**config.mk**
```make
export PLATFORM = sky130hd
export DESIGN_NAME = dice_roller_multi
export DESIGN_NICKNAME = d
export VERILOG_FILES = /design/src/rtl/dice_roller_multi.sv
export SDC_FILE = /design/constraint.sdc
export NUM_CORES = 1
export LEC_CHECK = 0
export BUFFER_PORTS_ARGS = -buffer_cell sky130_fd_sc_hd__buf_2
export CAP_MARGIN = 25
export CELL_PAD_IN_SITES_DETAIL_PLACEMENT = 0
export CELL_PAD_IN_SITES_GLOBAL_PLACEMENT = 1
export CORE_MARGIN = 2
export CORE_UTILIZATION = 45
export CTS_CLUSTER_DIAMETER = 60
export DETAILED_ROUTE_END_ITERATION = 16
export PLACE_DENSITY = 0.84
export SYNTH_ARGS = -nofsm -noshare
export SYNTH_HDL_FRONTEND = slang
export SYNTH_SLANG_ARGS = --single-unit
export TNS_END_PERCENT = 10
```
**constraint.sdc**
```tcl
create_clock -name clk_in -period 2.8 [get_ports clk_in]
set_clock_uncertainty 0.15 [all_clocks]
set_input_delay 0.28 -clock clk_in [delete_from_list [all_inputs] [get_ports clk_in]]
set_output_delay 0.28 -clock clk_in [all_outputs]
set_load 0.02 [all_outputs]
```
**src/rtl/dice_roller_multi.sv**
```systemverilog
// -----------------------------------------------------------------------------
// dice_roller_multi
//
// Multi-die roller for the electronic craps game. NUM_DICE face counters run
// continuously off a divided tick and are chained like an odometer: die0 steps
// on every tick, and each higher die steps only when every die below it sits on
// FACES. A rising edge on roll_req starts a tumble of ROLL_TICKS ticks. On the
// last tick the live faces (before that tick's advance) are latched, summed and
// reported.
//
// Ports
//   clk_in        system clock
//   reset         asynchronous, active-high reset
//   enable        low freezes divider, dice and FSM (done still clears)
//   roll_req      player request; a rising edge starts a roll
//   clk_out       divided clock, toggles on every tick
//   dice_live     live counter faces, die0 in the LSBs
//   dice_out      latched result faces, die0 in the LSBs
//   sum           arithmetic sum of the latched faces
//   doubles       result_valid and all latched faces equal
//   result_valid  a result has been latched since reset
//   busy          roll in progress
//   done          one-cycle pulse when a result is latched
// -----------------------------------------------------------------------------
module dice_roller_multi #(
  parameter int DIV        = 500,
  parameter int NUM_DICE   = 2,
  parameter int FACES      = 6,
  parameter int FACE_W     = 3,
  parameter int SUM_W      = 4,
  parameter int ROLL_TICKS = 16,
  parameter int CNT_W      = 9
) (
  input  logic                       clk_in,
  input  logic                       reset,
  input  logic                       enable,
  input  logic                       roll_req,
  output logic                       clk_out,
  output logic [NUM_DICE*FACE_W-1:0] dice_live,
  output logic [NUM_DICE*FACE_W-1:0] dice_out,
  output logic [SUM_W-1:0]           sum,
  output logic                       doubles,
  output logic                       result_valid,
  output logic                       busy,
  output logic                       done
);

  // Tumble counter only needs to reach ROLL_TICKS-1.
  localparam int TC_W = (ROLL_TICKS > 1) ? $clog2(ROLL_TICKS) : 1;

  localparam logic [CNT_W-1:0]  DIV_C    = CNT_W'(DIV);
  localparam logic [FACE_W-1:0] FACE_MAX = FACE_W'(FACES);
  localparam logic [FACE_W-1:0] FACE_MIN = FACE_W'(1);
  localparam logic [TC_W-1:0]   TC_LAST  = TC_W'(ROLL_TICKS - 1);
  localparam logic [SUM_W-1:0]  SUM_RST  = SUM_W'(NUM_DICE);

  typedef enum logic {
    IDLE,
    ROLLING
  } state_t;

  // ---------------------------------------------------------------------------
  // Tick divider
  // ---------------------------------------------------------------------------
  logic [CNT_W-1:0] count_reg;
  logic             clk_out_reg;
  logic             tick;

  // tick already carries enable, so everything gated by tick freezes with it.
  assign tick = enable && (count_reg == DIV_C);

  always_ff @(posedge clk_in or posedge reset) begin
    if (reset) begin
      count_reg   <= '0;
      clk_out_reg <= 1'b0;
    end else if (tick) begin
      count_reg   <= '0;
      clk_out_reg <= ~clk_out_reg;
    end else if (enable && (count_reg < DIV_C)) begin
      count_reg   <= count_reg + CNT_W'(1);
    end
  end

  assign clk_out = clk_out_reg;

  // ---------------------------------------------------------------------------
  // Odometer-chained face counters
  // ---------------------------------------------------------------------------
  logic [FACE_W-1:0]   face_reg [NUM_DICE];
  logic [NUM_DICE-1:0] step_en;

  genvar gi;
  generate
    for (gi = 0; gi < NUM_DICE; gi++) begin : g_die
      // A die steps on the tick only if every lower die is at FACES, which
      // makes the whole bank wrap from all-FACES to all-1 in one tick.
      if (gi == 0) begin : g_first
        assign step_en[gi] = tick;
      end else begin : g_chain
        assign step_en[gi] = step_en[gi-1] && (face_reg[gi-1] == FACE_MAX);
      end

      always_ff @(posedge clk_in or posedge reset) begin
        if (reset) begin
          face_reg[gi] <= FACE_MIN;
        end else if (step_en[gi]) begin
          if (face_reg[gi] == FACE_MAX) begin
            face_reg[gi] <= FACE_MIN;
          end else begin
            face_reg[gi] <= face_reg[gi] + FACE_W'(1);
          end
        end
      end

      assign dice_live[gi*FACE_W +: FACE_W] = face_reg[gi];
    end
  endgenerate

  // ---------------------------------------------------------------------------
  // Request edge detection
  // ---------------------------------------------------------------------------
  logic roll_req_q;
  logic req_edge;

  always_ff @(posedge clk_in or posedge reset) begin
    if (reset) begin
      roll_req_q <= 1'b0;
    end else if (enable) begin
      roll_req_q <= roll_req;
    end
  end

  // While frozen the history does not move, so no edge may be taken either.
  assign req_edge = enable && roll_req && !roll_req_q;

  // ---------------------------------------------------------------------------
  // Roll FSM
  // ---------------------------------------------------------------------------
  state_t          state_reg;
  state_t          state_next;
  logic [TC_W-1:0] tumble_reg;
  logic [TC_W-1:0] tumble_next;
  logic            latch_fire;

  always_ff @(posedge clk_in or posedge reset) begin
    if (reset) begin
      state_reg  <= IDLE;
      tumble_reg <= '0;
    end else begin
      state_reg  <= state_next;
      tumble_reg <= tumble_next;
    end
  end

  always_comb begin
    state_next  = state_reg;
    tumble_next = tumble_reg;
    latch_fire  = 1'b0;
    case (state_reg)
      IDLE: begin
        // A tick coinciding with the accepting edge is deliberately not
        // counted: the tumble count starts from zero in ROLLING.
        if (req_edge) begin
          state_next  = ROLLING;
          tumble_next = '0;
        end
      end
      ROLLING: begin
        if (tick) begin
          if (tumble_reg == TC_LAST) begin
            latch_fire  = 1'b1;
            state_next  = IDLE;
            tumble_next = '0;
          end else begin
            tumble_next = tumble_reg + TC_W'(1);
          end
        end
      end
      default: begin
        state_next  = IDLE;
        tumble_next = '0;
      end
    endcase
  end

  assign busy = (state_reg == ROLLING);

  // ---------------------------------------------------------------------------
  // Result latch
  // ---------------------------------------------------------------------------
  logic [FACE_W-1:0] out_reg [NUM_DICE];
  logic [SUM_W-1:0]  live_sum;
  logic [SUM_W-1:0]  sum_reg;
  logic              result_valid_reg;
  logic              done_reg;

  // Sum of the faces as they stand before the current tick's advance.
  always_comb begin
    live_sum = '0;
    for (int i = 0; i < NUM_DICE; i++) begin
      live_sum = live_sum + SUM_W'(face_reg[i]);
    end
  end

  generate
    for (gi = 0; gi < NUM_DICE; gi++) begin : g_out
      always_ff @(posedge clk_in or posedge reset) begin
        if (reset) begin
          out_reg[gi] <= FACE_MIN;
        end else if (latch_fire) begin
          out_reg[gi] <= face_reg[gi];
        end
      end

      assign dice_out[gi*FACE_W +: FACE_W] = out_reg[gi];
    end
  endgenerate

  always_ff @(posedge clk_in or posedge reset) begin
    if (reset) begin
      sum_reg          <= SUM_RST;
      result_valid_reg <= 1'b0;
      done_reg         <= 1'b0;
    end else begin
      // latch_fire requires a tick, hence enable; done therefore also clears
      // while the block is frozen.
      done_reg <= latch_fire;
      if (latch_fire) begin
        sum_reg          <= live_sum;
        result_valid_reg <= 1'b1;
      end
    end
  end

  assign sum          = sum_reg;
  assign result_valid = result_valid_reg;
  assign done         = done_reg;

  // ---------------------------------------------------------------------------
  // Doubles: every latched face matches die0
  // ---------------------------------------------------------------------------
  logic [NUM_DICE-1:0] match;

  generate
    for (gi = 0; gi < NUM_DICE; gi++) begin : g_match
      assign match[gi] = (out_reg[gi] == out_reg[0]);
    end
  endgenerate

  assign doubles = result_valid_reg && (&match);

endmodule

```
==> reports/results.ini <==
[run_status]
status = completed

[global_route]
grt_usage_pct = 17.7
grt-ovfl-total = 0
antenna_found_initial = 0
grt_start_max_net_pins = 35
grt_pass1_vias = 1303
grt_pass1_wl_mm = 5.87

[logic_synthesis]
synth-seq-cells = 34
netlist_area_um2 = 1730
async_flop_share_pct = 100
syn-num-nets = 173
synth_warnings = 0
seq_area_frac_synth_pct = 49.6
synthFlopType = dfrtp_1
synth_edf_count = 0
synthCells = 162
avgSynthCellArea_um2 = 10.7
synth_cell_type_count = 39

[clock_network]
cts.htree.levels = 2
root_buffer = clkbuf_8
cts_resized = 0
clk_pin_slew_ns = 0.06
cts_tree = built
clockBufferDepth = 2
clock_sinks = 34
cts_made_buffers = 5
insertion_delay_ns = 0.28

[sta]
fin_crit_sh_pct = 72.2
holdWs_ns = 0.107
min_period_ns = 2.02
hold_viol_final = 0
setup_slack_ns = 0.778
drv_slew = 0
timing.setup.tns_ns = 0
final-setup-viol-count = 0
max_freq_mhz = 495
rsz0062_at_grt = false
slew_headroom_pct = 71.8
worst_slew_pin_slew_ns = 0.421

[worst_hold_path]
hold_path.class = input pin to flip-flop

[floorplanning]
die_h_um = 66.0
die_area_um2 = 4350
core_area_um2 = 3690
initial_core_util_pct = 46.8
die_w_um = 66.0
pin_count = 25
rows = 22

[setup_path]
worst-path-buf-inv = 1
crit_required_ns = 2.82
crit_type = flip-flop to flip-flop
cp.arrival_ns = 2.04
cp_max_fo = 17
end_kind = flip-flop
cp_slowest_stage_delay_ns = 0.42
path_cells = inv_1, ha_1, and4b_1, nand4_2, mux2_2
startpoint_type = flip-flop
crit_slowest_cell = dfrtp_1
cp_top_family = simple AND/OR/NAND/NOR gates

[power_and_ir_drop]
power.leakage_nw = 0.977
p_per_area_nw_per_um2 = 541
vdd_drop_max_mv = 0.318
finalPower_mw = 1.06

[layout]
diodes = 0
layout-drive-gt1-share_pct = 25.8
final_cell_mix = 29 x dfrtp_1, 24 x buf_2, 17 x o21ai_0
nets = 200
final_common_cell = dfrtp_1
largest_reg_flops = 9
area_growth_pct = 13.6

[placement]
hpwl_mm = 2.37
pre_cts_ws_ns = 0.797
port_buffers = 24
finalWeightedCongestion = 0.858

[run]
cap_violations = 0

[drt]
drtPass1Iterations = 4
vias = 1254
routed_wl_mm = 3.24
final_antenna_net_count = 0
wl_per_cell_um = 13.6
via_per_inst = 5.27
post-route-drc-count = 0
drtIter0Drc = 60

## logic make-up after synthesis
group	count (synthesis)	share of synthesized area, %
AOI/OAI and AO/OA	30	11.9
buffers and inverters	17	5.00
xor gates and xnor gates	9	4.56
muxes	7	4.78
and+or+nand+nor	58	18.7
adders and majority gates	7	5.50
DFF	34	49.6
## metal layers
layer	global-route usage, %	up-vias	wire length, um
met5	0	-	0
met1	21.7	594	1580
met4	6.89	0	6
met3	4.43	2	181
li1	-	625	-
met2	29.9	33	1480
## power breakdown
group          total (mW)  switching (mW)  leakage, nW  internal, mW
registers           0.594          0.0606        0.435         0.533
clock network       0.341           0.169       0.0450         0.172
logic               0.127          0.0720        0.497        0.0547
## layout make-up
type / count / area, um2
tap: 48 / 60.1
multi-input combinational: 111 / 785
fill: 336 / 1730
clock buffer: 6 / 72.6
clock inverter: 2 / 10.0
inverter: 11 / 41.3
sequential: 34 / 857
timing repair buffer: 26 / 138
## metrics by stage
step           util, %  area (um2)  std cells
2_1_floorplan        -        1730        162
3_3_place_gp      50.7        1870        229
3_5_place_dp      50.7        1870        229
4_1_cts           53.2        1960        238
5_1_grt           53.2        1960        238
6_report          53.2        1960        238
## cell usage after synthesis, types with 2 or more instances
| cell type | count | area share, % |
|---|---|---|
| inv_1 | 11 | 2.4 |
| xnor2_1 | 5 | 2.5 |
| o21ai_0 | 17 | 4.9 |
| dfrtp_1 | 29 | 42 |
| mux2_2 | 6 | 3.9 |
| o211ai_1 | 2 | 0.87 |
| buf_2 | 3 | 0.87 |
| dfstp_2 | 5 | 7.6 |
| a31oi_1 | 3 | 1.1 |
| nand2_1 | 12 | 2.6 |
| nand3b_1 | 2 | 0.87 |
| nand4_1 | 4 | 1.4 |
| xor2_1 | 4 | 2.0 |
| and4_1 | 2 | 1.0 |
| and3b_1 | 2 | 1.0 |
| nor2_1 | 7 | 1.5 |
| nand3_1 | 14 | 4.1 |
| nor3_1 | 4 | 1.2 |
| ha_1 | 6 | 4.3 |
| and3_1 | 3 | 1.1 |
| buf_6 | 2 | 1.3 |
| a21oi_1 | 2 | 0.58 |
## worst paths after layout
| path | cells past startpoint | end | start | slack, ns |
|---|---|---|---|---|
| max in group asynchronous | 4 | dice_live[3] | reset | 1.69 |
| min | 2 | roll_req_q | roll_req | 0.11 |
| min in group asynchronous | 4 | done | reset | 0.47 |
| min reg2reg | 1 | clk_out | clk_out | 0.32 |
| max | 5 | dice_out[5] | count_reg[0] | 0.78 |
| max reg2reg | 5 | dice_out[5] | count_reg[0] | 0.78 |
## worst reg2reg max path, delay by kind of cell, from the launching register on
family / cells / cell delay [ns]
AND/OR/NAND/NOR: 2 / 0.71
flip-flops: 1 / 0.42
multiplexers: 1 / 0.40
adder cells (fa/ha/maj): 1 / 0.16
buffers and inverters: 1 / 0.08
## what timing repair did
action	4_1_cts	5_1_grt
endpoints found under the hold margin	29	0
hold buffers	1	0
endpoints found under the setup margin	0	0
buffers inserted	0	0
Power figures use the tool's default switching activity.
